## config.mk

```make
export PLATFORM = sky130hd
export DESIGN_NAME = core_decode
export DESIGN_NICKNAME = d
export VERILOG_FILES = /design/src/rtl/core_decode.sv
export SDC_FILE = /design/constraint.sdc
export NUM_CORES = 1
export LEC_CHECK = 0
export CELL_PAD_IN_SITES_DETAIL_PLACEMENT = 1
export CELL_PAD_IN_SITES_GLOBAL_PLACEMENT = 2
export CORE_MARGIN = 4
export CORE_UTILIZATION = 24
export DETAILED_ROUTE_END_ITERATION = 8
export GPL_TIMING_DRIVEN = 0
export HOLD_SLACK_MARGIN = 0.02
export PLACE_DENSITY = 0.9
export RECOVER_POWER = 25
export SLEW_MARGIN = 10
export SYNTH_ARGS = -nofsm -noshare
export SYNTH_HDL_FRONTEND = slang
export SYNTH_SLANG_ARGS = --single-unit
```

## constraint.sdc

```tcl
create_clock -name clk -period 5.8 [get_ports clk]
set_input_delay 1.16 -clock clk [delete_from_list [all_inputs] [get_ports clk]]
set_output_delay 1.16 -clock clk [all_outputs]
set_load 0.03 [all_outputs]
```

## src/rtl/core_decode.sv

```systemverilog
// RV32I decode stage: turns the if_id register into the id_ex register and
// detects load-use hazards, stalling fetch for one bubble.
package core_decode_pkg;
  typedef logic [31:0] addr_t;

  typedef struct packed {
    logic [31:0] inst;
    addr_t       pc;
    logic        valid;
  } if_id_t;

  typedef struct packed {
    logic        valid;
    addr_t       pc;
    logic [4:0]  rs1;
    logic [4:0]  rs2;
    logic [4:0]  rd;
    logic [31:0] rs1_val;
    logic [31:0] rs2_val;
    logic [31:0] imm;
    logic [2:0]  funct3;
    logic [6:0]  funct7;
    logic [6:0]  opcode;
    logic        reg_write;
    logic        mem_read;
    logic        mem_write;
    logic        branch;
    logic        jump;
    logic        alu_src_imm;
    logic        illegal;
  } id_ex_t;

  localparam logic [6:0] OPC_LOAD   = 7'b0000011;
  localparam logic [6:0] OPC_STORE  = 7'b0100011;
  localparam logic [6:0] OPC_BRANCH = 7'b1100011;
  localparam logic [6:0] OPC_JAL    = 7'b1101111;
  localparam logic [6:0] OPC_JALR   = 7'b1100111;
  localparam logic [6:0] OPC_OPIMM  = 7'b0010011;
  localparam logic [6:0] OPC_LUI    = 7'b0110111;
  localparam logic [6:0] OPC_AUIPC  = 7'b0010111;
  localparam logic [6:0] OPC_OP     = 7'b0110011;
endpackage

module core_decode
  import core_decode_pkg::*;
#(
  parameter int XLEN         = 32,
  parameter int HAZARD_CHECK = 1
) (
  input  logic            clk,
  input  logic            rst,
  input  logic            en,
  input  logic            exec_rdy,
  input  logic            flush,
  input  if_id_t          if_id,
  input  logic [XLEN-1:0] rf_rs1_data,
  input  logic [XLEN-1:0] rf_rs2_data,
  output logic [4:0]      rf_rs1_addr,
  output logic [4:0]      rf_rs2_addr,
  output logic            rdy,
  output id_ex_t          id_ex
);

  id_ex_t      id_ex_q, id_ex_d;
  id_ex_t      dec;
  logic        use_rs1, use_rs2;
  logic        hazard;
  logic [31:0] inst;

  assign inst        = if_id.inst;
  assign rf_rs1_addr = inst[19:15];
  assign rf_rs2_addr = inst[24:20];

  function automatic logic [31:0] imm_i(input logic [31:0] i);
    return {{20{i[31]}}, i[31:20]};
  endfunction

  function automatic logic [31:0] imm_s(input logic [31:0] i);
    return {{20{i[31]}}, i[31:25], i[11:7]};
  endfunction

  function automatic logic [31:0] imm_b(input logic [31:0] i);
    return {{19{i[31]}}, i[31], i[7], i[30:25], i[11:8], 1'b0};
  endfunction

  function automatic logic [31:0] imm_u(input logic [31:0] i);
    return {i[31:12], 12'b0};
  endfunction

  function automatic logic [31:0] imm_j(input logic [31:0] i);
    return {{11{i[31]}}, i[31], i[19:12], i[20], i[30:21], 1'b0};
  endfunction

  // Bubble: keep the datapath fields, kill validity and every side effect.
  function automatic id_ex_t kill_ctrl(input id_ex_t e);
    id_ex_t r;
    r             = e;
    r.valid       = 1'b0;
    r.reg_write   = 1'b0;
    r.mem_read    = 1'b0;
    r.mem_write   = 1'b0;
    r.branch      = 1'b0;
    r.jump        = 1'b0;
    r.alu_src_imm = 1'b0;
    r.illegal     = 1'b0;
    return r;
  endfunction

  always_comb begin
    dec         = '0;
    use_rs1     = 1'b0;
    use_rs2     = 1'b0;
    dec.pc      = if_id.pc;
    dec.rs1     = inst[19:15];
    dec.rs2     = inst[24:20];
    dec.rd      = inst[11:7];
    dec.rs1_val = rf_rs1_data[31:0];
    dec.rs2_val = rf_rs2_data[31:0];
    dec.funct3  = inst[14:12];
    dec.funct7  = inst[31:25];
    dec.opcode  = inst[6:0];
    unique case (inst[6:0])
      OPC_LOAD: begin
        dec.imm = imm_i(inst); use_rs1 = 1'b1;
        dec.mem_read = 1'b1; dec.reg_write = 1'b1; dec.alu_src_imm = 1'b1;
      end
      OPC_STORE: begin
        dec.imm = imm_s(inst); use_rs1 = 1'b1; use_rs2 = 1'b1; dec.rd = 5'd0;
        dec.mem_write = 1'b1; dec.alu_src_imm = 1'b1;
      end
      OPC_BRANCH: begin
        dec.imm = imm_b(inst); use_rs1 = 1'b1; use_rs2 = 1'b1; dec.rd = 5'd0;
        dec.branch = 1'b1;
      end
      OPC_JAL: begin
        dec.imm = imm_j(inst); dec.jump = 1'b1; dec.reg_write = 1'b1;
      end
      OPC_JALR: begin
        dec.imm = imm_i(inst); use_rs1 = 1'b1;
        dec.jump = 1'b1; dec.reg_write = 1'b1;
      end
      OPC_OPIMM: begin
        dec.imm = imm_i(inst); use_rs1 = 1'b1;
        dec.reg_write = 1'b1; dec.alu_src_imm = 1'b1;
      end
      OPC_LUI, OPC_AUIPC: begin
        dec.imm = imm_u(inst); dec.reg_write = 1'b1; dec.alu_src_imm = 1'b1;
      end
      OPC_OP: begin
        use_rs1 = 1'b1; use_rs2 = 1'b1; dec.reg_write = 1'b1;
      end
      default: dec.illegal = 1'b1;
    endcase
    if (dec.rd == 5'd0) dec.reg_write = 1'b0;
  end

  assign hazard = (HAZARD_CHECK != 0) && id_ex_q.valid && id_ex_q.mem_read &&
                  if_id.valid && (id_ex_q.rd != 5'd0) &&
                  ((use_rs1 && (inst[19:15] == id_ex_q.rd)) ||
                   (use_rs2 && (inst[24:20] == id_ex_q.rd)));

  assign rdy = exec_rdy && !hazard;

  always_comb begin
    id_ex_d = id_ex_q;
    if (flush) begin
      id_ex_d = kill_ctrl(id_ex_q);
    end else if (!exec_rdy) begin
      id_ex_d = id_ex_q;
    end else if (hazard) begin
      id_ex_d = kill_ctrl(id_ex_q);
    end else begin
      id_ex_d       = dec;
      id_ex_d.valid = en && if_id.valid;
    end
  end

  // id_ex pipeline register
  always_ff @(posedge clk) begin
    if (!rst) id_ex_q <= '0;
    else      id_ex_q <= id_ex_d;
  end

  assign id_ex = id_ex_q;

endmodule

```

; ---- Yosys cells after proc, flatten, opt, wreduce, memory -nomap -nowiden
; Cells that the tools add are included.
[totals]
inputBits = 134
register_bits = 168
elab_cells = 68
output_inout_bits = 179
[classes]
muxes = 13
n_eq_ne = 11
reduce_logical = 23
bitwise_logic = 3
[ops]
columns = cell, count
row1 = two-way mux 168 bit, 1
row2 = one-hot mux 32 bit (5 select lines), 1
row3 = "== test 7 x 6 -> 1 bit, second input constant", 3
row4 = "== test 7 bit, second input constant", 3
row5 = "== test 7 x 5 -> 1 bit, second input constant", 2
row6 = == test 5 bit, 2
row7 = two-way mux 1 bit, 10
row8 = OR reduction 9 bit, 1
row9 = logical AND 1 bit, 8
row10 = OR reduction 2 bit, 4
row11 = "== test 7 x 2 -> 1 bit, second input constant", 1
row12 = OR reduction 7 bit, 1
row13 = OR reduction 3 bit, 2
row14 = OR reduction 6 bit, 1
row15 = zero test 5 bit, 1
row16 = two-way mux 5 bit, 1
row17 = nonzero test 5 bit, 1
row18 = OR reduction 5 bit, 1
row19 = inverter 1 bit, 3
row20 = AND reduction 3 bit, 1
row21 = zero test 1 bit, 1
row22 = logical OR 1 bit, 1

; ---- Longest topological paths before layout
; Gate-level depths: netlist of the first run.
[depth]
depth_word = 8
ltp_mapped = 9
ltp_nobuf = 6

; ---- Worst setup path before layout of the first run
; OpenSTA, ideal clock, no wires.
[synth_timing]
path_kind = input port to output port
startpoint = input if_id[39] (netlist bit)
endpoint = output rdy
slack_ns = 1.849
cell_stages = 7
required_ns = 4.640
path_buffers = 3
arrival_ns = 2.791
cell_sequence = clkbuf_1 nand4_1 nor3_1 o221ai_1 clkbuf_1 clkbuf_1 and2_1
[synth_via]
elab_chain_len = 8
word_cells_on_any_way = 16
cone_classes = 6 x eq/ne / 2 x mux / 8 x reduce/logical
[synth_rtl]
columns = element, line_no
row1 = from (decl), 55  ; input if_id_t if_id,
row2 = "== test 7 x 6 -> 1 bit, or another cell as far along", 122  ; unique case (inst[6:0])
row3 = OR reduction 6 bit (no line) / OR reduction 3 bit (equally long branches), n/a
row4 = two-way mux 1 bit, 122
row5 = "logical AND 1 bit, on equally long branches", "159, 160"
row6 = logical OR 1 bit *, 159  ; ((use_rs1 && (inst[19:15] == id_ex_q.rd)) ||
row7 = logical AND 1 bit *, 158  ; if_id.valid && (id_ex_q.rd != 5'd0) &&
row8 = zero test 1 bit *, 162  ; assign rdy = exec_rdy && !hazard;
row9 = logical AND 1 bit *, 162
row10 = to (decl), 60  ; output logic rdy,
; Every way passes the cells marked *; elsewhere a longest branch is shown, timed or not.

; ---- Worst setup path in the final report of the first run
[layout_timing]
startpoint = input if_id[36] (netlist bit)
endpoint = output rdy
; Same word-level chain as after synthesis.

==> results of run 1 <==
## synthesized netlist by cell type (all sizes together) (2+ instances only)
| master | number | area [µm²] |
|---|---|---|
| a211oi | 6 | 75.1 |
| nand4 | 8 | 50.1 |
| nor3 | 6 | 30.0 |
| a21oi | 152 | 761 |
| nand3 | 132 | 661 |
| o21ai | 141 | 706 |
| xnor2 | 7 | 61.3 |
| a22o | 2 | 17.5 |
| a32o | 4 | 40.0 |
| a22oi | 5 | 37.5 |
| nor2 | 8 | 37.5 |
| dfxtp | 168 | 3360 |
| a311oi | 21 | 203 |
| mux2i | 5 | 50.1 |
| buf | 30 | 185 |
| or3 | 2 | 12.5 |
| o31ai | 2 | 15.0 |
| nand2 | 27 | 101 |
| xor2 | 3 | 26.3 |
| clkbuf | 68 | 255 |
| nand2b | 3 | 18.8 |
## cell usage in the layout (no fill, tap or decap), types with 2 or more instances in the layout
cell type        count
nand2_1             27
clkbuf_16           17
dlygate4sd3_1       86
or3_1                2
clkdlybuf4s50_1    224
nand2b_1             3
nand3_1            132
o21ai_1              6
o21ai_0            135
inv_6                3
a311oi_2             3
buf_2                7
buf_1                9
nand4_1              8
nor2_1               7
clkbuf_1            70
mux2i_1              5
buf_6                3
a21oi_1            152
a22oi_1              5
nor3_1               6
buf_4               11
dfxtp_1            168
a32o_1               4
a211oi_2             6
bufinv_16            4
a22o_1               2
o31ai_1              2
xnor2_1              7
a311oi_1            18
xor2_1               3
## power by group
part | switching [µW] | total [µW] | internal, µW
logic | 286 | 506 | 219
registers | 29.8 | 1240 | 1210
clock network | 498 | 1230 | 736
## worst max-delay path by stage
stage               startpoint   to  cells past startpoint
floorplan            if_id[39]  rdy                      7
global placement     if_id[54]  rdy                      8
detailed placement   if_id[36]  rdy                      9
CTS                  if_id[54]  rdy                      8
global route         if_id[36]  rdy                      9
finish               if_id[36]  rdy                      9
## cells by family (layout without fill, tap and decap cells)
kind of cell    Yosys count  after routing
flops                   168            168
compound gates          339            339
buf+inv                 100            441
other cells               0              1
mux                       5              5
simple gates            193            193
xor+xnor                 10             10
## what timing repair did
item	4_1_cts	5_1_grt
endpoints found under the setup margin	0	1
hold buffers	0	0
gates resized for setup	0	2
## stage by stage
stage / hold WS (ns) / setup slack [ns]
2_1_floorplan: 0.577 / 1.85
3_3_place_gp: 0.437 / 0.134
3_5_place_dp: 0.442 / 0.0933
4_1_cts: 0.451 / 0.0907
5_1_grt: 0.470 / 0.219
6_report: 0.449 / 0.337
## metal layers
| metal | track usage [%] | part of all wire, % | up-vias | routed length, µm |
|---|---|---|---|---|
| li1 | - | - | 3637 | - |
| met1 | 23.6 | 41 | 3686 | 13000 |
| met2 | 33.2 | 48 | 259 | 15400 |
| met3 | 6.22 | 9.1 | 30 | 2880 |
| met4 | 5.61 | 1.6 | 0 | 501 |
| met5 | 0 | 0 | - | 0 |
## area by class of cell
cell class	count	area, µm²	area share [%]
inverter	2	7.51	0.0680
tap	378	473	4.28
sequential	168	3360	30.4
timing repair buffer	310	3100	28.1
clock inverter	10	168	1.52
antenna	1	2.50	0.0227
multi-input combinational	547	3040	27.5
buffer	98	442	4.00
clock buffer	21	450	4.08
## worst max-delay path: stages
cell and delay, ns:
clkdlybuf4s50_1 0.63, and4bb_1 0.27, nand2_1 0.14, a2111oi_4 0.08
o221ai_1 0.33, clkbuf_2 0.37, clkbuf_1 0.44, and2_1 0.20
clkdlybuf4s50_1 0.67
==> key figures, run 1 <==
Layout
  • Post-route cell area: 11,000 µm²
  • Area Growth Syn to Fin: 61.3%
  • Util after Layout: 39.5%
  • Final instance count without filler cells: 1,535
  • Fin nets: 1,278
  • Fill cell total of the finished layout: 3,326
  • Max FFs per register: 168
  • Layout cells sized above 1: 5.36%

Global routing
  • Number of global-route vias before repair: 7,963
  • Largest net degree at the start of global routing: 17
  • GRT overflow: 0
  • Global-route wire length before repair: 47,400 µm
  • Initial antenna violation count: 0
  • Total GRT Usage: 19.5%

Setup path
  • Arr. time, crit path: 4.30 ns
  • R2r setup slk: 2.98 ns
  • Worst path required time: 4.64 ns
  • Reg-to-Reg End: id_ex[19]
  • Crit end category: output pin
  • Worst flop-to-flop path startpoint: id_ex[122]
  • CP Class: in2out
  • Critical-path maximum fanout: 10
  • Depth of the most critical reg-to-reg path: 8
  • Startpoint types: input port

STA
  • Final setup vio count: 0
  • Final setup TNS: 0 ns
  • Measured slew at the worst slew-check pin: 1.21 ns
  • Achievable Freq: 0.183 GHz
  • Max-slew violations: 0
  • Min Tclk post-route: 5.46 ns
  • Clk_skew: 0.00763 ns
  • Final Hold Viols: 0
  • Tcrit/Tclk final: 94.2%
  • Slew HR: 18.2%
  • RSZ-0062 raised after global routing: no

Logic synthesis
  • Syn avg cell area: 8.40 µm²
  • XOR/XNOR Fraction of Synth Area: 1.28%
  • Library cells used by synthesis: 42
  • Synth async-reset ratio: 0%
  • Main combinational cell family by area after synthesis: compound AO/OA/AOI/OAI gates
  • Top FF cell, synth: dfxtp_1
  • Seq/Total Area, Yosys: 49.1%
  • EDFF count, synth: 0
  • Synth Area in Adders: 0%
  • Post-Synthesis Cells: 815
  • Mux contribution to synthesized area: 0.731%
  • Compound-Gate Fraction of Synth Area: 28.1%
  • Synthesized area: 6850 µm²
  • Yosys warning total: 0
  • Synthesized flop and latch total: 168
  • Simple-gate area share of the yosys netlist: 14.2%
  • Mapped Nets: 949

Floorplanning
  • Chip width: 177 µm
  • Die height: 177 µm
  • # rows: 61
  • I/O pin count: 313
  • Die area: 31,300 µm²
  • Core area: 27,900 µm²
  • Initial Utilization: 24.5%

Clock tree
  • TritonCTS buffer count: 17
  • Worst skew pair latency: 0.42 ns
  • Clk buf depth: 2
  • CTS tree: yes
  • Setup Buffers After CTS: 0
  • Clock sink count: 168
  • Htree depth: 4
  • Clk root buf: clkbuf_16
  • Worst-path clk slew: 0.07 ns

Min path
  • Hold EP: id_ex[29]
  • Type of the worst min-delay path: reg2reg
  • Worst hold start: id_ex[29]
  • WHS Path Cells: 2

Power
  • VDD IR max: 0.147 mV
  • Pwr Density: 269 nW/µm²
  • Leakage: 0.00389 µW
  • Total Power: 2970 µW

Run
  • Max-Cap Viols: 0

Placed design
  • Port bufs: 310
  • Gpl congestion: 0.819
  • Placed cell area: 10,400 µm²
  • Hpwl dp: 23,500 µm
  • Placed cell count: 1,503

Route
  • TritonRoute pass-1 iters: 4
  • WL/cell: 20.7 µm
  • Initial detailed-routing violation count: 328
  • Via Count: 7,612
  • DRT antenna net count: 0
  • Final wirelength: 31,700 µm
  • DRC viols: 0
  • Vias/cell: 4.96

Status
  • Status: complete, no violations
Power figures use the tool's default switching activity.
==> run 2: changes to the inputs <==
- SKIP_CTS_REPAIR_TIMING: default -> 1
==> results of run 2 <==
The final DEF is identical to that of run 1; final timing and power are the same.
==> run 3: changes to the inputs <==
- clock period: 5.8 -> 6.38 ns (I/O delays scaled with it)
==> key figures, run 3 (same netlist as run 1, synthesis figures left out) <==
Layout
  • Area Growth Syn to Fin: 61.2%
  • Fin nets: 1,278
  • Antenna diodes: 0
  • Commonest cells after routing, fill and taps aside: clkdlybuf4s50_1 (224), dfxtp_1 (168), a21oi_1 (152), o21ai_0 (135), nand3_1 (132)
  • Layout cells sized above 1: 5.28%
  • Max FFs per register: 168
  • Commonest non-fill, non-tap cell in the layout: clkdlybuf4s50_1
  • Final instance count without filler cells: 1,534
  • Post-route cell area: 11,000 µm²
  • Fill cell total of the finished layout: 3,328

Floorplanning
  • Initial Utilization: 24.5%
  • Die height: 177 µm
  • Die area: 31,300 µm²
  • Chip width: 177 µm
  • # rows: 61
  • I/O pin count: 313
  • Core area: 27,900 µm²

Setup path
  • Crit end category: output pin
  • Critical path startpoint: if_id[36]
  • Worst flop-to-flop path startpoint: id_ex[122]
  • CP Cell Sequence: clkdlybuf4s50_1 -> and4bb_1 -> nand2_1 -> a2111oi_4 -> o221ai_1 -> clkbuf_1 -> clkbuf_1 -> and2_1 -> clkdlybuf4s50_1
  • Worst path required time: 5.10 ns
  • Critical-path maximum fanout: 10
  • Worst path slowest cell: clkdlybuf4s50_1
  • Startpoint types: input port
  • Arr. time, crit path: 4.64 ns
  • CP Class: in2out
  • Crit path largest cell delay: 0.67 ns

Run
  • Max-Cap Viols: 0

Power
  • Total Power: 2710 µW
  • Leakage: 0.00389 µW
  • Pwr Density: 245 nW/µm²
  • VDD IR max: 0.135 mV

Global routing
  • Global-route wire length before repair: 47,400 µm
  • Total GRT Usage: 19.5%
  • Grt met2 use: 33.2%
  • Top Usage Layer GRT: met2
  • Number of global-route vias before repair: 7,963
  • GRT overflow: 0
  • Grt met1 use: 23.6%
  • Largest net degree at the start of global routing: 17
  • Met3 Use GR: 6.22%
  • Initial antenna violation count: 0

Clock tree
  • Worst skew pair latency: 0.42 ns
  • Clk buf depth: 2
  • Htree depth: 4
  • Worst-path clk slew: 0.07 ns
  • Clock sink count: 168
  • Clk root buf: clkbuf_16
  • TritonCTS buffer count: 17
  • CTS tree: yes

STA
  • Final Hold Viols: 0
  • RSZ-0062 raised after global routing: no
  • Max-slew violations: 0
  • Measured slew at the worst slew-check pin: 1.20 ns
  • Tcrit/Tclk final: 92.7%
  • Clk_skew: 0.00765 ns
  • Final setup TNS: 0 ns
  • Final setup vio count: 0
  • Slew HR: 18.8%
  • Setup ws final: 0.463 ns
  • Achievable Freq: 0.169 GHz
  • Min Tclk post-route: 5.92 ns

Placed design
  • Placed cell count: 1,503
  • Pre-CTS setup slack: 0.441 ns
  • Port bufs: 310
  • Placed cell area: 10,400 µm²
  • Hpwl dp: 23,500 µm
  • Gpl congestion: 0.819

Min path
  • Worst hold start: id_ex[29]
  • Type of the worst min-delay path: reg2reg

Route
  • Vias/cell: 4.99
  • DRC viols: 0
  • Via Count: 7,648
  • Final wirelength: 31,800 µm
  • DRT antenna net count: 0
  • TritonRoute pass-1 iters: 5
  • WL/cell: 20.7 µm
  • Initial detailed-routing violation count: 336

Status
  • Status: complete, no violations
[run 3: cell count changes in the layout (fill, tap and decap cells not counted)]
| cell | change |
|---|---|
| clkbuf_1 | +1 |
| clkbuf_2 | -1 |
| diode_2 | -1 |
[run 3: power breakdown]
group	internal (µW)	leakage, µW	switching (µW)
logic	199	0.00222	260
registers	1100	0.00137	27.1
clock network	669	0.000299	455
total	1960	0.00389	743
[run 3: metrics by stage]
step / util [%] / hold slack, ns
global route: 39.5 / 0.470
global placement: 37.3 / 0.437
CTS: 39.5 / 0.451
floorplan: - / 0.577
detailed placement: 37.3 / 0.442
finish: 39.5 / 0.449
[run 3: final cells by class]
class / instances / area [µm²] / share of cell area [%]
inverter: 2 / 7.51 / 0.0680
buffer: 98 / 440 / 3.99
timing repair buffer: 310 / 3100 / 28.1
clock inverter: 10 / 168 / 1.52
clock buffer: 21 / 450 / 4.08
multi-input combinational: 547 / 3040 / 27.5
sequential: 168 / 3360 / 30.5
tap: 378 / 473 / 4.28
[run 3: worst paths after layout]
kind	end	slack, ns	cells past startpoint
max	rdy	0.46	9
min	id_ex[29]	0.45	2
max reg2reg	id_ex[19]	3.50	8
min reg2reg	id_ex[29]	0.45	2
[run 3: worst max-delay path: cells and delay by family]
family | cells | cell delay, ns
buf+inv | 4 | 2.31
simple gates | 3 | 0.61
compound gates | 2 | 0.42
[run 3: layer usage]
metal  up-vias  part of all wire [%]
li1       3636                     -
met1      3719                    42
met2       259                    48
met3        34                   8.0
met4         0                   1.9
met5         -                     0
